--- src/rtl/riskv_pkg.sv ---
// Shared IF/ID types: the NOP shown while the buffer is empty, the entry record,
// the occupancy classification and instruction register-field helpers.
package riskv_pkg;

  localparam int XLEN = 32;
  localparam logic [XLEN-1:0] NOP_INSTR = 32'h0000_0013;

  typedef struct packed {
    logic [XLEN-1:0] instr;
    logic [XLEN-1:0] pc;
    logic [XLEN-1:0] pc_plus4;
  } if_id_entry_t;

  typedef enum logic [1:0] {
    OCC_EMPTY   = 2'd0,
    OCC_PARTIAL = 2'd1,
    OCC_FULL    = 2'd2
  } occ_state_e;

  function automatic logic [4:0] instr_rs1(input logic [XLEN-1:0] instr);
    return instr[19:15];
  endfunction

  function automatic logic [4:0] instr_rs2(input logic [XLEN-1:0] instr);
    return instr[24:20];
  endfunction

  function automatic logic [4:0] instr_rd(input logic [XLEN-1:0] instr);
    return instr[11:7];
  endfunction

endpackage

--- src/rtl/ifid_fifo_mem.sv ---
// Entry storage for the IF/ID buffer: DEPTH entries, one synchronous write port
// and one asynchronous read port. Contents are intentionally not reset.
module ifid_fifo_mem
  import riskv_pkg::*;
#(
  parameter int DEPTH = 2,
  parameter int AW    = $clog2(DEPTH)
) (
  input  logic         clk,
  input  logic         we_i,
  input  logic [AW-1:0] waddr_i,
  input  if_id_entry_t wdata_i,
  input  logic [AW-1:0] raddr_i,
  output if_id_entry_t rdata_o
);

  if_id_entry_t mem_q [DEPTH];

  always_ff @(posedge clk) begin
    if (we_i) begin
      mem_q[waddr_i] <= wdata_i;
    end
  end

  assign rdata_o = mem_q[raddr_i];

endmodule

--- src/rtl/ifid_buffer.sv ---
// Elastic IF/ID pipeline buffer: a DEPTH-entry FIFO between fetch and decode with
// registered ready/valid and flush. Define IFID_PERF_EN to add the fetch stall counter.
module ifid_buffer
  import riskv_pkg::*;
#(
  parameter int DATA_WIDTH = 32,
  parameter int DEPTH      = 2
) (
  input  logic                  clk,
  input  logic                  rst,
  input  logic                  valid_F_i,
  output logic                  ready_F_o,
  input  logic [DATA_WIDTH-1:0] Instr_F_i,
  input  logic [DATA_WIDTH-1:0] PC_F_i,
  input  logic [DATA_WIDTH-1:0] PC_Plus4_F_i,
  input  logic                  flush_i,
  output logic                  valid_D_o,
  input  logic                  ready_D_i,
  output logic [DATA_WIDTH-1:0] Instr_D_o,
  output logic [DATA_WIDTH-1:0] PC_D_o,
  output logic [DATA_WIDTH-1:0] PC_Plus4_D_o,
  output logic [4:0]            A1_D_o,
  output logic [4:0]            A2_D_o,
  output logic [4:0]            A3_D_o
`ifdef IFID_PERF_EN
  ,
  output logic [31:0]           stall_cnt_o
`endif
);

  localparam int AW = $clog2(DEPTH);
  localparam logic [AW:0] FULL_CNT = (AW + 1)'(DEPTH);

  logic [AW-1:0] wr_ptr_q, wr_ptr_d;
  logic [AW-1:0] rd_ptr_q, rd_ptr_d;
  logic [AW:0]   count_q,  count_d;
  occ_state_e    occ;
  logic          push, pop;
  if_id_entry_t  wr_entry, head_entry;

  // Occupancy derives only from the registered count, so neither handshake
  // output has a combinational path from the opposite side.
  always_comb begin
    occ = OCC_PARTIAL;
    if (count_q == '0) begin
      occ = OCC_EMPTY;
    end else if (count_q >= FULL_CNT) begin
      occ = OCC_FULL;
    end
  end

  assign ready_F_o = (occ != OCC_FULL);
  assign valid_D_o = (occ != OCC_EMPTY);

  assign push = valid_F_i && ready_F_o && !flush_i;
  assign pop  = valid_D_o && ready_D_i && !flush_i;

  always_comb begin
    wr_ptr_d = wr_ptr_q;
    rd_ptr_d = rd_ptr_q;
    count_d  = count_q;
    if (flush_i) begin
      wr_ptr_d = '0;
      rd_ptr_d = '0;
      count_d  = '0;
    end else begin
      if (push) begin
        wr_ptr_d = wr_ptr_q + 1'b1;
      end
      if (pop) begin
        rd_ptr_d = rd_ptr_q + 1'b1;
      end
      unique case ({push, pop})
        2'b10:   count_d = count_q + 1'b1;
        2'b01:   count_d = count_q - 1'b1;
        default: count_d = count_q;
      endcase
    end
  end

  always_ff @(posedge clk or negedge rst) begin
    if (!rst) begin
      wr_ptr_q <= '0;
      rd_ptr_q <= '0;
      count_q  <= '0;
    end else begin
      wr_ptr_q <= wr_ptr_d;
      rd_ptr_q <= rd_ptr_d;
      count_q  <= count_d;
    end
  end

  assign wr_entry.instr    = Instr_F_i;
  assign wr_entry.pc       = PC_F_i;
  assign wr_entry.pc_plus4 = PC_Plus4_F_i;

  ifid_fifo_mem #(
    .DEPTH (DEPTH),
    .AW    (AW)
  ) u_mem (
    .clk     (clk),
    .we_i    (push),
    .waddr_i (wr_ptr_q),
    .wdata_i (wr_entry),
    .raddr_i (rd_ptr_q),
    .rdata_o (head_entry)
  );

  // An empty buffer presents a harmless NOP so decode never sees stale storage.
  always_comb begin
    Instr_D_o    = NOP_INSTR;
    PC_D_o       = '0;
    PC_Plus4_D_o = '0;
    if (valid_D_o) begin
      Instr_D_o    = head_entry.instr;
      PC_D_o       = head_entry.pc;
      PC_Plus4_D_o = head_entry.pc_plus4;
    end
  end

  assign A1_D_o = instr_rs1(Instr_D_o);
  assign A2_D_o = instr_rs2(Instr_D_o);
  assign A3_D_o = instr_rd(Instr_D_o);

`ifdef IFID_PERF_EN
  logic [31:0] stall_cnt_q;

  // Counts fetch back-pressure cycles; survives flushes, saturates at all-ones.
  always_ff @(posedge clk or negedge rst) begin
    if (!rst) begin
      stall_cnt_q <= '0;
    end else if (valid_F_i && !ready_F_o && (stall_cnt_q != '1)) begin
      stall_cnt_q <= stall_cnt_q + 32'd1;
    end
  end

  assign stall_cnt_o = stall_cnt_q;
`endif

endmodule

--- config.mk ---
export PLATFORM = sky130hd
export DESIGN_NAME = ifid_buffer
export DESIGN_NICKNAME = d
export VERILOG_FILES = /design/src/rtl/riskv_pkg.sv /design/src/rtl/ifid_fifo_mem.sv /design/src/rtl/ifid_buffer.sv
export SDC_FILE = /design/constraint.sdc
export NUM_CORES = 1
export LEC_CHECK = 0
export CORE_MARGIN = 2
export CORE_UTILIZATION = 50
export DETAILED_ROUTE_END_ITERATION = 7
export PLACE_DENSITY = 0.83
export SLEW_MARGIN = 15
export SYNTH_ARGS = -nofsm -noshare
export SYNTH_HDL_FRONTEND = slang
export SYNTH_SLANG_ARGS = --single-unit
--- constraint.sdc ---
create_clock -name clk -period 16 [get_ports clk]
set_input_delay 2.4 -clock clk [delete_from_list [all_inputs] [get_ports clk]]
set_output_delay 2.4 -clock clk [all_outputs]
set_load 0.02 [all_outputs]
==> results.cfg <==
[cells_and_area]
final_util = 0.6887
synthToLayoutAreaGrowth_pct = 36.24
diodes = 0
nNetsFinal = 748
drive_gt1_frac = 0.06212

[floorplanning]
rows = 45
pin_count = 214
coreArea_mm2 = 0.01503
die_area_mm2 = 0.01620
die_h_um = 127.3
fp.dieW_um = 127.3
start_util = 0.5055

[routing]
wl_per_cell_um = 17.50
viasPerCell = 5.119
drc = 0
drt_iter0_drc = 301
vias = 4341
drt_pre_antenna_iters = 4
ant_nets = 0
wl_um = 14840

[sta]
whs_ps = 591.4
fin_setup_tns_ps = 0
slew_headroom = 0.3321
maxSlewViolCount = 0
layout_worst_path_cycle_share = 0.3459
fin_worst_skew_ps = 11.36
hold_viol = 0
period_minus_slack_ps = 5535
fmax_mhz = 180.7
finalSetupViolCount = 0
worst_pin_slew_ps = 999.4
rsz0062_at_grt = no

[clocking]
cts_max_level = 4
cts-resized-gates = 0
ctsHoldBuffers = 0
cts_sinks = 196
clock_latency_ps = 420
cts_buffers = 17
cts_buffer_depth = 2
root_buffer = clkbuf_16
post_cts_buffers = 0
clkTransAtPathRegs_ps = 60
cts_tree = done

[global_routing]
grt_usage = 0.1868
grt_overflow_total = 0
grt_pass1_wl_um = 22900
grt_max_degree = 70
antenna_found_initial = 0
grt_pass1_vias = 4594

[worst_setup_path]
arrival_ps = 3130
critical_path_class = flip-flop to output port
cp-startpoint = count_q[1]$_DFFE_PN0P_
max_stage_delay_ps = 790
r2r_setup_slack_ps = 13930
cp_num_buf_inv = 3
start_kind = flip-flop
required_ps = 13600
slowest_stage = nor2_4
critPathTopFamily = buffers and inverters
endpoint_kind = output port
r2r-start = count_q[1]$_DFFE_PN0P_
crit_chain = nor2_4, buf_4, inv_1, nand2_1, clkdlybuf4s50_1
cp_max_fo = 52

[min_path]
hp-start = wr_ptr_q$_DFFE_PN0P_
hp-class = flip-flop to flip-flop

[power_and_ir_drop]
p_leak_nw = 3.417
p_int_w = 0.0009188
power_frac_clock = 0.351
cellPowerDensity_mw_per_mm2 = 115.1
combPwrFrac = 0.149
swShare = 0.2292
peakVddDrop_mv = 0.07287
switchingPower_w = 0.0002732
p_seq_frac = 0.501

[job]
maxCapViolations = 0

[placed_design]
gp_congestion = 0.7318
portBuffers = 213
hpwl_um = 9996

[synth]
syn_inst = 444
ys_types = 23
postSynthAreaPerCell_um2 = 17.12
ys.warnings.count = 0
syn_nets = 545
ys_ff_latch = 196
syn_area_mm2 = 0.007600
seq_area_frac_synth = 0.7718

[run_status]
outcome = complete, no violations
==> layout by cell type, fill, tap and decap left out <==
cell type and n:
clkdlybuf4s50_1 213, edfxtp_1 192, mux2i_1 97, nor2_1 95, clkbuf_16 17, buf_4 6, nand2_1 4, clkinv_2 4
bufinv_16 3, dfrtp_1 3, inv_1 2, nor2b_1 2, a21oi_1 2, xor2_1 2, o21ai_0 2, inv_6 2
clkinvlp_4 2, clkinv_1 2, nor2_4 1, nand2b_2 1, nor3b_2 1, nor3_2 1, a21o_1 1, nand2b_1 1
clkinv_4 1, clkbuf_1 1, buf_16 1, dfrtp_4 1
==> worst min-delay path, stage by stage, from the launching register on <==
cell	delay, ps
dfrtp_1	390
xor2_1	90
nor2_1	70
==> power groups by stage <==
stage / Combinational, W / Clock (W) / Sequential [W]
6_report: 0.000177 / 0.000418 / 0.000597
5_1_grt: 0.000189 / 0.000449 / 0.000599
4_1_cts: 0.000178 / 0.000425 / 0.000597
3_5_place_dp: 0.000178 / 0 / 0.000608
3_3_place_gp: 0.000174 / 0 / 0.000607
2_1_floorplan: 0.0000999 / 0 / 0.000608
==> state kept, by name, indices dropped and copies added (netlist names) <==
name	cells
u_mem.mem_q	192
count_q	2
rd_ptr_q	1
wr_ptr_q	1
==> worst paths after layout <==
check | end | cells past startpoint
worst max-delay path | Instr_D_o[0] | 5
worst min-delay path | wr_ptr_q$_DFFE_PN0P_ | 2
worst max register to register | u_mem.mem_q[1][18]$_DFFE_PP_ | 3
worst min register to register | wr_ptr_q$_DFFE_PN0P_ | 2
max in group asynchronous | rd_ptr_q$_DFFE_PN0P_ | 1
min in group asynchronous | rd_ptr_q$_DFFE_PN0P_ | 1
==> logic make-up after synthesis <==
family | share of synthesized area
simple gates | 0.05499
mux | 0.1278
xor+xnor | 0.002305
compound gates | 0.003622
buf+inv | 0.03951
flops | 0.7718
==> per-stage QoR <==
stage / area, µm² / power, W / setup slack [ps] / cells
after floorplan: 7600 / 0.0007078 / 5809 / 444
after global placement: 9738 / 0.0007812 / 10850 / 815
after detailed placement: 9738 / 0.0007860 / 10800 / 815
after CTS: 10330 / 0.001200 / 10320 / 847
after global routing: 10350 / 0.001237 / 10190 / 848
final: 10350 / 0.001192 / 10470 / 848
==> Yosys cell counts <==
master,instances,area [µm²]
nand2b_1,1,6.260
clkbuf_1,2,7.510
nor2_1,95,356.6
mux2i_1,97,970.9
dfrtp_1,4,100.1
nor3_1,1,5.000
o21ai_0,2,10.01
buf_4,22,165.2
a21o_1,1,7.510
nor2_2,1,6.260
xor2_1,2,17.52
nand2_1,4,15.01
inv_1,2,7.510
edfxtp_1,192,5766
buf_2,6,30.03
buf_8,1,15.01
buf_12,3,60.06
buf_1,1,3.750
buf_6,1,11.26
nor2b_1,2,12.51
a21oi_1,2,10.01
nand2b_2,1,8.760
nor3b_1,1,7.510
==> per-layer routing <==
| metal | vias up | wire [µm] | GRT usage |
|---|---|---|---|
| met4 | 0 | 272 | 0.06206 |
| li1 | 2035 | - | - |
| met2 | 156 | 7716 | 0.3275 |
| met3 | 26 | 884 | 0.05695 |
| met5 | - | 0 | 0 |
| met1 | 2124 | 5963 | 0.2205 |
==> cell type report <==
class,count,area [µm²]
sequential,196,5869
clock buffer,18,429.2
clock inverter,14,158.9
fill,996,4679
multi-input combinational,210,1449
inverter,2,7.507
timing repair buffer,220,2205
tap,188,235.2
(Power assumes the default switching activity.)
